**src/rtl/spawn_scheduler_if.sv**
```systemverilog
// Spawn handshake between the scheduler (master) and the game logic consumer (slave).
interface spawn_scheduler_if #(
    parameter int LANE_W = 3
);
    logic              spawn_valid;
    logic              spawn_ready;
    logic [LANE_W-1:0] spawn_lane;

    modport master (output spawn_valid, output spawn_lane, input spawn_ready);
    modport slave  (input spawn_valid, input spawn_lane, output spawn_ready);
endinterface

```
**src/rtl/spawn_scheduler.sv**
```systemverilog
// Obstacle spawn scheduler: turns LFSR bytes into timed lane spawns and restarts a stuck LFSR.
// Build option: define REJECT_SAMPLE_EN for rejection-sampled lanes; default is scaled mapping.
module spawn_scheduler #(
    parameter int LANES     = 5,
    parameter int LANE_W    = 3,
    parameter int MIN_GAP   = 16,
    parameter int GAP_SHIFT = 2
) (
    input  logic              clock,
    input  logic              reset,
    input  logic              start,
    input  logic [7:0]        rnd_in,
    output logic              rng_enable,
    output logic              rng_reset,
    output logic              rng_stuck,
    spawn_scheduler_if.master spawn
);

    localparam logic [8:0] MIN_GAP_W = 9'(MIN_GAP);

    typedef enum logic [1:0] {
        ST_IDLE  = 2'd0,
        ST_WAIT  = 2'd1,
        ST_DRAW  = 2'd2,
        ST_OFFER = 2'd3
    } state_t;

    state_t            state_r;
    logic [7:0]        gap_r;
    logic [7:0]        prev_r;
    logic              hist_r;
    logic              match_r;
    logic              valid_r;
    logic [LANE_W-1:0] lane_r;

`ifdef REJECT_SAMPLE_EN
    localparam logic [7:0] LANES_B = 8'(LANES);
    logic [3:0]        rej_r;
`endif

    // Gap sum is computed 9 bits wide so large random extensions clamp instead of wrapping.
    function automatic logic [7:0] gap_load(input logic [7:0] rnd);
        logic [8:0] sum;
        sum = MIN_GAP_W + {1'b0, rnd >> GAP_SHIFT};
        return (sum > 9'd255) ? 8'd255 : sum[7:0];
    endfunction

`ifndef REJECT_SAMPLE_EN
    function automatic logic [LANE_W-1:0] scale_lane(input logic [7:0] rnd);
        return LANE_W'((16'(rnd) * 16'(LANES)) >> 8);
    endfunction
`endif

    assign spawn.spawn_valid = valid_r;
    assign spawn.spawn_lane  = lane_r;

    // Scheduler FSM, stuck-RNG watchdog and all registered outputs.
    always_ff @(posedge clock or negedge reset) begin
        if (!reset) begin
            state_r    <= ST_IDLE;
            gap_r      <= 8'd0;
            prev_r     <= 8'd0;
            hist_r     <= 1'b0;
            match_r    <= 1'b0;
            valid_r    <= 1'b0;
            lane_r     <= '0;
            rng_enable <= 1'b0;
            rng_reset  <= 1'b0;
            rng_stuck  <= 1'b0;
`ifdef REJECT_SAMPLE_EN
            rej_r      <= 4'd0;
`endif
        end else if (!start) begin
            state_r    <= ST_IDLE;
            gap_r      <= 8'd0;
            hist_r     <= 1'b0;
            match_r    <= 1'b0;
            valid_r    <= 1'b0;
            rng_enable <= 1'b0;
            rng_reset  <= 1'b0;
            rng_stuck  <= 1'b0;
`ifdef REJECT_SAMPLE_EN
            rej_r      <= 4'd0;
`endif
        end else begin
            rng_enable <= 1'b1;
            rng_reset  <= 1'b0;

            // The LFSR is restarting during the cycle after a pulse, so that sample is not trusted.
            if ((state_r != ST_IDLE) && !rng_reset) begin
                prev_r <= rnd_in;
                hist_r <= 1'b1;
                if (hist_r && (rnd_in == prev_r)) begin
                    if (match_r) begin
                        rng_reset <= 1'b1;
                        rng_stuck <= 1'b1;
                        hist_r    <= 1'b0;
                        match_r   <= 1'b0;
                    end else begin
                        match_r   <= 1'b1;
                    end
                end else begin
                    match_r <= 1'b0;
                end
            end else begin
                match_r <= match_r;
            end

            case (state_r)
                ST_IDLE: begin
                    gap_r   <= gap_load(rnd_in);
                    state_r <= ST_WAIT;
                end
                ST_WAIT: begin
                    if (gap_r == 8'd0) begin
                        state_r <= ST_DRAW;
                    end else begin
                        gap_r   <= gap_r - 8'd1;
                    end
                end
                ST_DRAW: begin
`ifdef REJECT_SAMPLE_EN
                    if (8'(rnd_in[LANE_W-1:0]) < LANES_B) begin
                        lane_r  <= rnd_in[LANE_W-1:0];
                        valid_r <= 1'b1;
                        rej_r   <= 4'd0;
                        state_r <= ST_OFFER;
                    end else if (rej_r == 4'd7) begin
                        lane_r  <= '0;
                        valid_r <= 1'b1;
                        rej_r   <= 4'd0;
                        state_r <= ST_OFFER;
                    end else begin
                        rej_r   <= rej_r + 4'd1;
                    end
`else
                    lane_r  <= scale_lane(rnd_in);
                    valid_r <= 1'b1;
                    state_r <= ST_OFFER;
`endif
                end
                ST_OFFER: begin
                    if (spawn.spawn_ready) begin
                        valid_r <= 1'b0;
                        gap_r   <= gap_load(rnd_in);
                        state_r <= ST_WAIT;
                    end else begin
                        valid_r <= 1'b1;
                    end
                end
                default: begin
                    valid_r <= 1'b0;
                    state_r <= ST_IDLE;
                end
            endcase
        end
    end

endmodule
```
**src/flat_wrapper.sv**
```systemverilog
// flat-port wrapper written by rule: the top's interface ports become plain ports
module spawn_scheduler_flat 
#(
    parameter int LANES     = 5,
    parameter int LANE_W    = 3,
    parameter int MIN_GAP   = 16,
    parameter int GAP_SHIFT = 2
)
  (clock, reset, start, rnd_in, rng_enable, rng_reset, rng_stuck, spawn_spawn_valid, spawn_spawn_lane, spawn_spawn_ready);
  spawn_scheduler_if #(.LANE_W(LANE_W)) spawn_i ();
  input  logic clock;
  input  logic reset;
  input  logic start;
  input  logic [7:0] rnd_in;
  output logic rng_enable;
  output logic rng_reset;
  output logic rng_stuck;
  output wire logic [$bits(spawn_i.spawn_valid)-1:0] spawn_spawn_valid;
  output wire logic [$bits(spawn_i.spawn_lane)-1:0] spawn_spawn_lane;
  input wire logic [$bits(spawn_i.spawn_ready)-1:0] spawn_spawn_ready;
  assign spawn_spawn_valid = spawn_i.spawn_valid;
  assign spawn_spawn_lane = spawn_i.spawn_lane;
  assign spawn_i.spawn_ready = spawn_spawn_ready;
  spawn_scheduler #(.LANES(LANES), .LANE_W(LANE_W), .MIN_GAP(MIN_GAP), .GAP_SHIFT(GAP_SHIFT)) u_core (.clock(clock), .reset(reset), .start(start), .rnd_in(rnd_in), .rng_enable(rng_enable), .rng_reset(rng_reset), .rng_stuck(rng_stuck), .spawn(spawn_i));
endmodule
```
**config.mk**
```make
export PLATFORM = sky130hd
export DESIGN_NAME = spawn_scheduler_flat
export DESIGN_NICKNAME = d
export VERILOG_FILES = /design/src/rtl/spawn_scheduler_if.sv /design/src/rtl/spawn_scheduler.sv /design/src/flat_wrapper.sv
export SDC_FILE = /design/constraint.sdc
export NUM_CORES = 1
export LEC_CHECK = 0
export ABC_AREA = 1
export CAP_MARGIN = 20
export CORE_ASPECT_RATIO = 1.5
export CORE_UTILIZATION = 55
export CTS_BUF_LIST = sky130_fd_sc_hd__clkbuf_8 sky130_fd_sc_hd__clkbuf_16
export DETAILED_ROUTE_END_ITERATION = 8
export DONT_BUFFER_PORTS = 1
export PLACE_DENSITY = 0.85
export SLEW_MARGIN = 5
export SYNTH_ARGS = -nofsm -noshare
export SYNTH_HDL_FRONTEND = slang
export SYNTH_SLANG_ARGS = --single-unit
```
**constraint.sdc**
```tcl
create_clock -name clock -period 1.5 [get_ports clock]
set_clock_uncertainty 0.1 [all_clocks]
set_input_delay 0.3 -clock clock [delete_from_list [all_inputs] [get_ports clock]]
set_output_delay 0.3 -clock clock [all_outputs]
set_load 0.05 [all_outputs]
```
==> results.toml, run 1 <==
[cells_and_area]
nets = 305
syn2layout_area_growth_pct = 25.8
final_cells = 316
drive_gt1_share_pct = 29.7
n_antenna_cell = 0

[floorplanning]
die_w_um = 48.8
num_io_pins = 19
die_area_mm2 = 0.00352
start_util_pct = 57.8
die_h_um = 72.2
fp.coreArea_mm2 = 0.00313
rows = 25

[clock_tree]
worstSkewPairLatency_ps = 280
clockRootBuffer = "clkbuf_8"
clk_pin_slew_ps = 100
tritoncts = "done"
h-tree-depth = 1
clock_sinks = 27
clk_path_buf_depth = 2
cts_buffers = 3

[synthesis]
synth-simple-area-share_pct = 31.0
synth_compound_area_share_pct = 10.7
synthAdderAreaFrac_pct = 11.1
synth-seq-cells = 27
synth_xor_area_share_pct = 0.970
synthMuxAreaShare_pct = 0
syn-cell-area_mm2 = 0.00181
synth_cell_type_count = 28
syn_inst = 242
synth_top_family_by_area = "simple AND/OR/NAND/NOR gates"
ys_warn_count = 0
synth_fp_nets = 270
synth.avg_cell_area_um2 = 7.47
ys_seq_area_share_pct = 37.4

[timing]
hold_viol = 0
post-route-period-util_pct = 108
fmaxAchievable_ghz = 0.620
finalSetupViolations = 15
rsz0062_at_grt = "true"
maxSlewHeadroom_pct = 67.8
fin_ws_ps = -113
slew_viol_final = 0
final.min_clock_period_ps = 1610
worst_slew_pin_slew_ps = 483

[critical_path]
path_buf_inv = 4
critical-path-slowest-cell = "dfrtp_1"
crit_fanout = 7
cp.arrival_ps = 1700
cp_top_family = "flip-flops"
worstSetupPathType = "reg -> reg"
path_cells = "inv_2, ha_4, inv_4, nand2_4, inv_4, a21oi_4, and2_4, buf_4, o21ai_2"
cpPeakStageDelay_ps = 430
required_ps = 1580
crit_path_frequent_cell = "inv_4"
worstSetupStartpointType = "register"
cp-end-kind = "register"

[power_and_ir_drop]
power_per_cell_area_mw_per_mm2 = 1730
vdd_drop_max_mv = 1.37
power_uw = 3940
p_leak_uw = 0.00119

[run]
max_cap_viol_count = 0

[route]
first_pass_iters = 4
drc = 0
vias_per_cell = 5.26
num_vias = 1663
wl_per_cell_um = 13.5
antenna_left = 0
drt_wl_total_um = 4270
drtIter0Drc = 49

[global_routing]
grt_max_degree = 28
overflow = 0
antenna_found_initial = 0
grtUsageTotal_pct = 26.1
grt_pass1_vias = 1774
grt_pass1_wl_um = 7110

[placed_design]
gp_congestion = 0.810
dp_hpwl_um = 3090
dpl.cell_count = 305
numPortBuffers = 0

[min_path]
hold_class = "in -> reg"

[status]
violations = "setup timing"
status = "finished with violations"
power breakdown:
part / switching (µW) / internal [µW]
registers: 386 / 994
clock network: 251 / 189
logic: 1120 / 995
total: 1760 / 2180
worst paths after layout:
path / start / end / slack (ps) / cells past startpoint
setup reg to reg: u_core.state_r[1] / u_core.gap_r[2] / -110 / 9
setup / recovery: u_core.state_r[1] / u_core.gap_r[2] / -110 / 9
min in group asynchronous: reset / u_core.gap_r[6] / 350 / 2
hold / removal: rnd_in[6] / u_core.prev_r[6] / 30 / 2
max in group asynchronous: reset / u_core.state_r[0] / 790 / 2
hold reg to reg: u_core.gap_r[5] / u_core.gap_r[5] / 400 / 2
cells in the mapped netlist, drive strengths merged:
master | instances | share of area (%)
nand3b | 1 | 0.42
o22ai | 3 | 1.0
or2 | 3 | 1.0
nand3 | 15 | 4.4
a21oi | 4 | 1.7
dfrtp | 27 | 37
and2 | 1 | 0.48
nand4 | 4 | 1.4
xor2 | 1 | 0.48
ha | 16 | 11
inv | 34 | 7.1
nor3 | 2 | 0.55
o21a | 1 | 0.42
nand2 | 86 | 19
buf | 1 | 1.1
nor2 | 18 | 4.0
clkinv | 1 | 0.48
clkbuf | 1 | 0.21
o31ai | 1 | 0.42
xnor2 | 1 | 0.48
o21ai | 21 | 7.1
cells in the final DEF, fill, tap and decap left out, types with 3 or more instances in the layout:
cell type and n:
nand4_1 4, o21ai_0 10, dfrtp_1 26, o21ai_1 4, inv_2 6, ha_1 8, nor2_2 4, nand2_1 74
a21oi_1 3, o21ai_2 7, buf_4 28, clkbuf_8 3, or2_2 3, inv_1 26, ha_4 6, nand2_4 3
nand2_2 9, o22ai_1 3, nand3_1 14, nor2_1 13
cell type report:
class,count,area (µm²)
Sequential cell,27,677
Timing Repair Buffer,31,250
Clock buffer,3,41.3
Clock inverter,1,7.51
Multi-Input combinational cell,179,1110
Tap cell,40,50.0
Inverter,35,141
Fill cell,241,855
cell families (layout without fill, tap and decap cells):
family / Yosys count / count (layout)
AOI/OAI and AO/OA: 30 / 30
xor gates and xnor gates: 2 / 2
adders and majority gates: 16 / 16
buffers and inverters: 37 / 70
DFF: 27 / 27
and+or+nand+nor: 130 / 131
flip-flops by register name, indices dropped and copies added, names as in the netlist:
name,cells
u_core.prev_r,8
u_core.spawn.spawn_lane,3
u_core.spawn.spawn_valid,1
u_core.rng_enable,1
u_core.rng_reset,1
u_core.state_r,2
u_core.hist_r,1
u_core.rng_stuck,1
u_core.gap_r,8
u_core.match_r,1
stage by stage:
step	cell area, µm²	utilization (%)	TNS (ps)	hold WS [ps]	setup slack (ps)
2_1_floorplan	1880	-	-420	-95.6	-55.8
3_3_place_gp	2090	66.9	-819	-95.0	-98.1
3_5_place_dp	2090	66.9	-1740	-94.9	-147
4_1_cts	2240	71.6	-354	29.3	-53.7
5_1_grt	2270	72.7	-1990	40.8	-183
6_report	2270	72.7	-889	34.7	-113
what timing repair did:
item,in CTS,in global routing
gates cloned,1,0
buffers inserted,2,1
hold buffers,3,0
resized for setup,12,12
setup endpoints to repair,19,22
pin swaps,6,8
hold endpoints to repair,28,0
metal layers:
metal | GRT usage (%) | wire length (µm) | vias up
met5 | 0 | 0 | -
met3 | 3.77 | 120 | 13
met2 | 52.3 | 2370 | 27
li1 | - | - | 834
met1 | 24.4 | 1640 | 789
met4 | 15.0 | 138 | 0
Power figures use the tool's default switching activity.
==> inputs of run 2 (changes only) <==
Settings changed: GPL_TIMING_DRIVEN from default to 0, PLACE_DENSITY 0.85 to 0.82.
Clock period 1.5 ns to 1.6 ns, I/O delays scaled along.
==> results.toml, run 2 (synthesis results as in run 1) <==
[floorplanning]
fp.coreArea_mm2 = 0.00313
num_io_pins = 19
die_h_um = 72.2
die_w_um = 48.8
rows = 25
die_area_mm2 = 0.00352
start_util_pct = 57.8

[cells_and_area]
n_antenna_cell = 0
drive_gt1_share_pct = 24.9
most-common-layout-cells = "nand2_1, inv_1, dfrtp_1, buf_4"
syn2layout_area_growth_pct = 23.5
layout.cells.most_common = "nand2_1"
nets = 298
fillCellCount = 235

[global_routing]
grt_pass1_wl_um = 7110
antenna_found_initial = 0
grt_max_degree = 28
overflow = 0
grt_pass1_vias = 1724
grtUsageTotal_pct = 26.5

[placed_design]
dp_hpwl_um = 2720
preCtsSetupSlack_ps = -168
numPortBuffers = 0
gp_congestion = 0.848

[timing]
worst_slew_pin_slew_ps = 513
post-route-period-util_pct = 103
fin_ws_ps = -49.0
maxSlewHeadroom_pct = 65.8
fmaxAchievable_ghz = 0.606
final.min_clock_period_ps = 1650
finalSetupViolations = 7
hold_viol = 0
rsz0062_at_grt = "true"
slew_viol_final = 0
whs_ps = 45.7

[status]
violations = "setup timing"
status = "finished with violations"

[clock_tree]
h-tree-depth = 1
cts_buffers = 3
clock_sinks = 27
tritoncts = "done"
clockRootBuffer = "clkbuf_8"
clk_pin_slew_ps = 100
clk_path_buf_depth = 2
worstSkewPairLatency_ps = 280

[route]
drtIter0Drc = 53
drt_wl_total_um = 4390
wl_per_cell_um = 14.2
num_vias = 1661
antenna_left = 0
drc = 0
vias_per_cell = 5.38
first_pass_iters = 4

[critical_path]
cp.arrival_ps = 1730
worstSetupPathType = "reg -> reg"
crit_fanout = 5
path_cells = "inv_2, ha_4, nand2_4, nor2_4, nand3_2, and2_4, buf_6, buf_12, nand2_2, o21ai_2"
cp-end-kind = "register"
required_ps = 1680
critical-path-slowest-cell = "dfrtp_1"
cpPeakStageDelay_ps = 420
worstSetupStartpointType = "register"

[power_and_ir_drop]
vdd_drop_max_mv = 0.901
power_per_cell_area_mw_per_mm2 = 1680
power_uw = 3740
p_leak_uw = 0.00119

[run]
max_cap_viol_count = 0

[min_path]
hold_class = "in -> reg"
## run 2: per-stage QoR
stage	utilization [%]	std cells	cell area, µm²	TNS (ps)
floorplan	-	242	1810	0
global placement	59.4	282	1860	-1560
detailed placement	59.4	282	1860	-2360
CTS	70.7	307	2210	-105
global route	71.3	309	2230	-706
finish	71.3	309	2230	-237
## run 2: power by group
group	total [µW]	internal, µW	switching (µW)	leakage (µW)
Combinational	2030	944	1090	0.000822
Clock	409	175	233	0.0000255
Sequential	1300	932	370	0.000347
## run 2: per-layer routing
metal  vias up  part of all wire [%]  global-route usage (%)
met5         -                     0                       0
met3        13                   3.1                    4.40
li1        825                     -                       -
met2        38                    56                    51.7
met1       785                    38                    26.1
met4         0                   3.0                    14.1
## run 2: final timing paths
path,depth (start not counted),slack (ps),start,endpoint
hold / removal,2,50,rnd_in[6],u_core.prev_r[6]
setup / recovery,10,-50,u_core.gap_r[0],u_core.gap_r[1]
hold reg to reg,2,400,u_core.gap_r[5],u_core.gap_r[5]
setup reg to reg,10,-50,u_core.gap_r[0],u_core.gap_r[1]
min in group asynchronous,2,360,reset,u_core.gap_r[4]
max in group asynchronous,2,870,reset,u_core.state_r[0]
## run 2: worst max-delay path, delay by kind of cell (launching register included)
kind / cells / cell delay [ps]
AO/OA/AOI/OAI: 1 / 50
adder cells (fa/ha/maj): 1 / 150
flip-flops: 1 / 420
buffers and inverters: 3 / 330
AND/OR/NAND/NOR: 5 / 490
## run 2: repair_timing
action,4_1_cts,5_1_grt
gates cloned,1,0
gates resized for setup,31,7
endpoints found under the hold margin,28,0
setup endpoints to repair,19,14
hold buffers,3,0
setup buffers,17,3
pin swaps,12,12
## run 2: area by class of cell
cell class | instances | area (µm²) | share of cell area, %
Tap cell | 40 | 50.0 | 2.24
Inverter | 35 | 139 | 6.23
Clock inverter | 1 | 5.00 | 0.224
Buffer | 2 | 27.5 | 1.23
Timing Repair Buffer | 23 | 218 | 9.76
Sequential cell | 27 | 677 | 30.3
Multi-Input combinational cell | 178 | 1070 | 48.1
Clock buffer | 3 | 41.3 | 1.85
==> inputs of run 3 (changes only) <==
Settings changed: CORE_UTILIZATION 55 to 50, PLACE_DENSITY 0.82 to 0.77.
==> results.toml, run 3 (synthesis results as in run 1) <==
[power_and_ir_drop]
p_leak_uw = 0.00116
combPwrFrac_pct = 52.3
p_sw_uw = 1580
power_per_cell_area_mw_per_mm2 = 1620
power_uw = 3530
p_int_uw = 1950
clockPowerShare_pct = 11.1
swShare_pct = 44.7
vdd_drop_max_mv = 0.944
seqPwrFrac_pct = 36.7

[timing]
post-route-period-util_pct = 100
hold_viol = 0
finalSetupViolations = 2
fin_setup_tns_ps = -13.7
fin_ws_ps = -7.43
rsz0062_at_grt = "true"
slew_viol_final = 0
fmaxAchievable_ghz = 0.622
worst_slew_pin_slew_ps = 487
maxSlewHeadroom_pct = 67.6
whs_ps = 55.7
final.min_clock_period_ps = 1610

[placed_design]
dp_hpwl_um = 2740
numPortBuffers = 0
gp_congestion = 0.838
post_dp_cell_area_mm2 = 0.00186

[min_path]
hold_class = "in -> reg"
hp-start = "start"
hold_depth = 2
hold_end = "u_core.rng_stuck"

[route]
antenna_left = 0
drt_wl_total_um = 3920
first_pass_iters = 4
wl_per_cell_um = 12.9
drc = 0
drtIter0Drc = 30
num_vias = 1584
vias_per_cell = 5.21

[status]
status = "finished with violations"
violations = "setup timing"

[clock_tree]
worstSkewPairLatency_ps = 270
clk_path_buf_depth = 2
clockRootBuffer = "clkbuf_8"
clk_pin_slew_ps = 100
cts_buffers = 3
clock_sinks = 27
tritoncts = "done"
h-tree-depth = 1

[critical_path]
cpPeakStageDelay_ps = 430
crit_start = "u_core.state_r[1]"
cp.arrival_ps = 1670
reg2reg_from = "u_core.state_r[1]"
r2r-end = "u_core.gap_r[3]"
required_ps = 1670
critical-path-slowest-cell = "dfrtp_1"
crit_path_frequent_cell = "nand2_1"
crit_fanout = 6
worstSetupPathType = "reg -> reg"
cp-end-kind = "register"
path_buf_inv = 1
path_cells = "buf_6, ha_4, nand2_4, nor2_4, a21oi_4, and2_4, nand2_1, nand2_1, nand2_1"
worstSetupStartpointType = "register"
r2r_cells = 9
worstSetupPathDepth = 9
cp_top_family = "simple AND/OR/NAND/NOR gates"
reg2reg_slack_ps = -7

[floorplanning]
start_util_pct = 52.9
rows = 26
die_h_um = 75.6
num_io_pins = 19
fp.coreArea_mm2 = 0.00342
die_w_um = 51.1
die_area_mm2 = 0.00386

[cells_and_area]
most-common-layout-cells = "nand2_1, inv_1, dfrtp_1, nand3_1, nor2_1"
syn2layout_area_growth_pct = 20.4
finish.utilization_pct = 63.7
nets = 291
layout.cells.most_common = "nand2_1"
postLayoutCellArea_mm2 = 0.00218
n_antenna_cell = 0
drive_gt1_share_pct = 23.3

[global_routing]
grt_max_degree = 28
grt_pass1_wl_um = 6560
overflow = 0
grt_pass1_vias = 1606
grtUsageTotal_pct = 22.6
antenna_found_initial = 0

[run]
max_cap_viol_count = 0
-- run 3: cell types whose count changed in the layout (fill, tap and decap cells not counted), sizes merged --
cell,previous run,this run
buf,22,15
-- run 3: metrics by stage --
stage	setup WS, ps	cells
after floorplan	2.00	242
after global placement	-116	284
after detailed placement	-168	284
after CTS	7.35	304
after global routing	-79.8	304
final	-7.43	304
-- run 3: worst register-to-register path, stage by stage, from the launching register on --
cell and delay (ps):
dfrtp_1 430, buf_6 140, ha_4 180, nand2_4 70
nor2_4 40, a21oi_4 120, and2_4 230, nand2_1 80
nand2_1 70, nand2_1 50
-- run 3: area by class of cell --
cell class                      count  area [µm²]
Multi-Input combinational cell    178        1070
Sequential cell                    27         678
Inverter                           35         139
Timing Repair Buffer               16         161
Buffer                              2        27.5
Fill cell                         301        1240
Clock buffer                        3        41.3
Tap cell                           42        52.6
Clock inverter                      1        5.00
-- run 3: how the worst max path moves through the flow --
stage,endpoint,slack (ps)
final,u_core.gap_r[3],-7
after global routing,u_core.gap_r[3],-80
after CTS,u_core.prev_r[4],7
after detailed placement,u_core.spawn.spawn_lane[1],-170
after global placement,u_core.gap_r[1],-120
after floorplan,u_core.spawn.spawn_lane[1],2
-- run 3: what timing repair did --
| action | CTS | global route |
|---|---|---|
| gates resized for setup | 29 | 5 |
| hold buffers | 3 | 0 |
| pin swaps | 8 | 3 |
| endpoints found under the hold margin | 28 | 0 |
| endpoints found under the setup margin | 18 | 21 |
| setup buffers | 13 | 0 |
| gates cloned | 1 | 0 |
-- run 3: per-layer routing --
layer	wire [µm]	up-vias	track usage, %
met5	0	-	0
met4	106	0	9.26
met3	101	10	3.79
met2	2150	21	45.3
met1	1560	747	22.4
li1	-	806	-
-- run 3: power groups by stage --
stage	Sequential, µW	Combinational, µW	Clock [µW]
6_report	1290	1840	390
5_1_grt	1330	2070	424
4_1_cts	1290	1800	392
3_5_place_dp	1280	1350	0
3_3_place_gp	1270	1320	0
2_1_floorplan	1240	1140	0
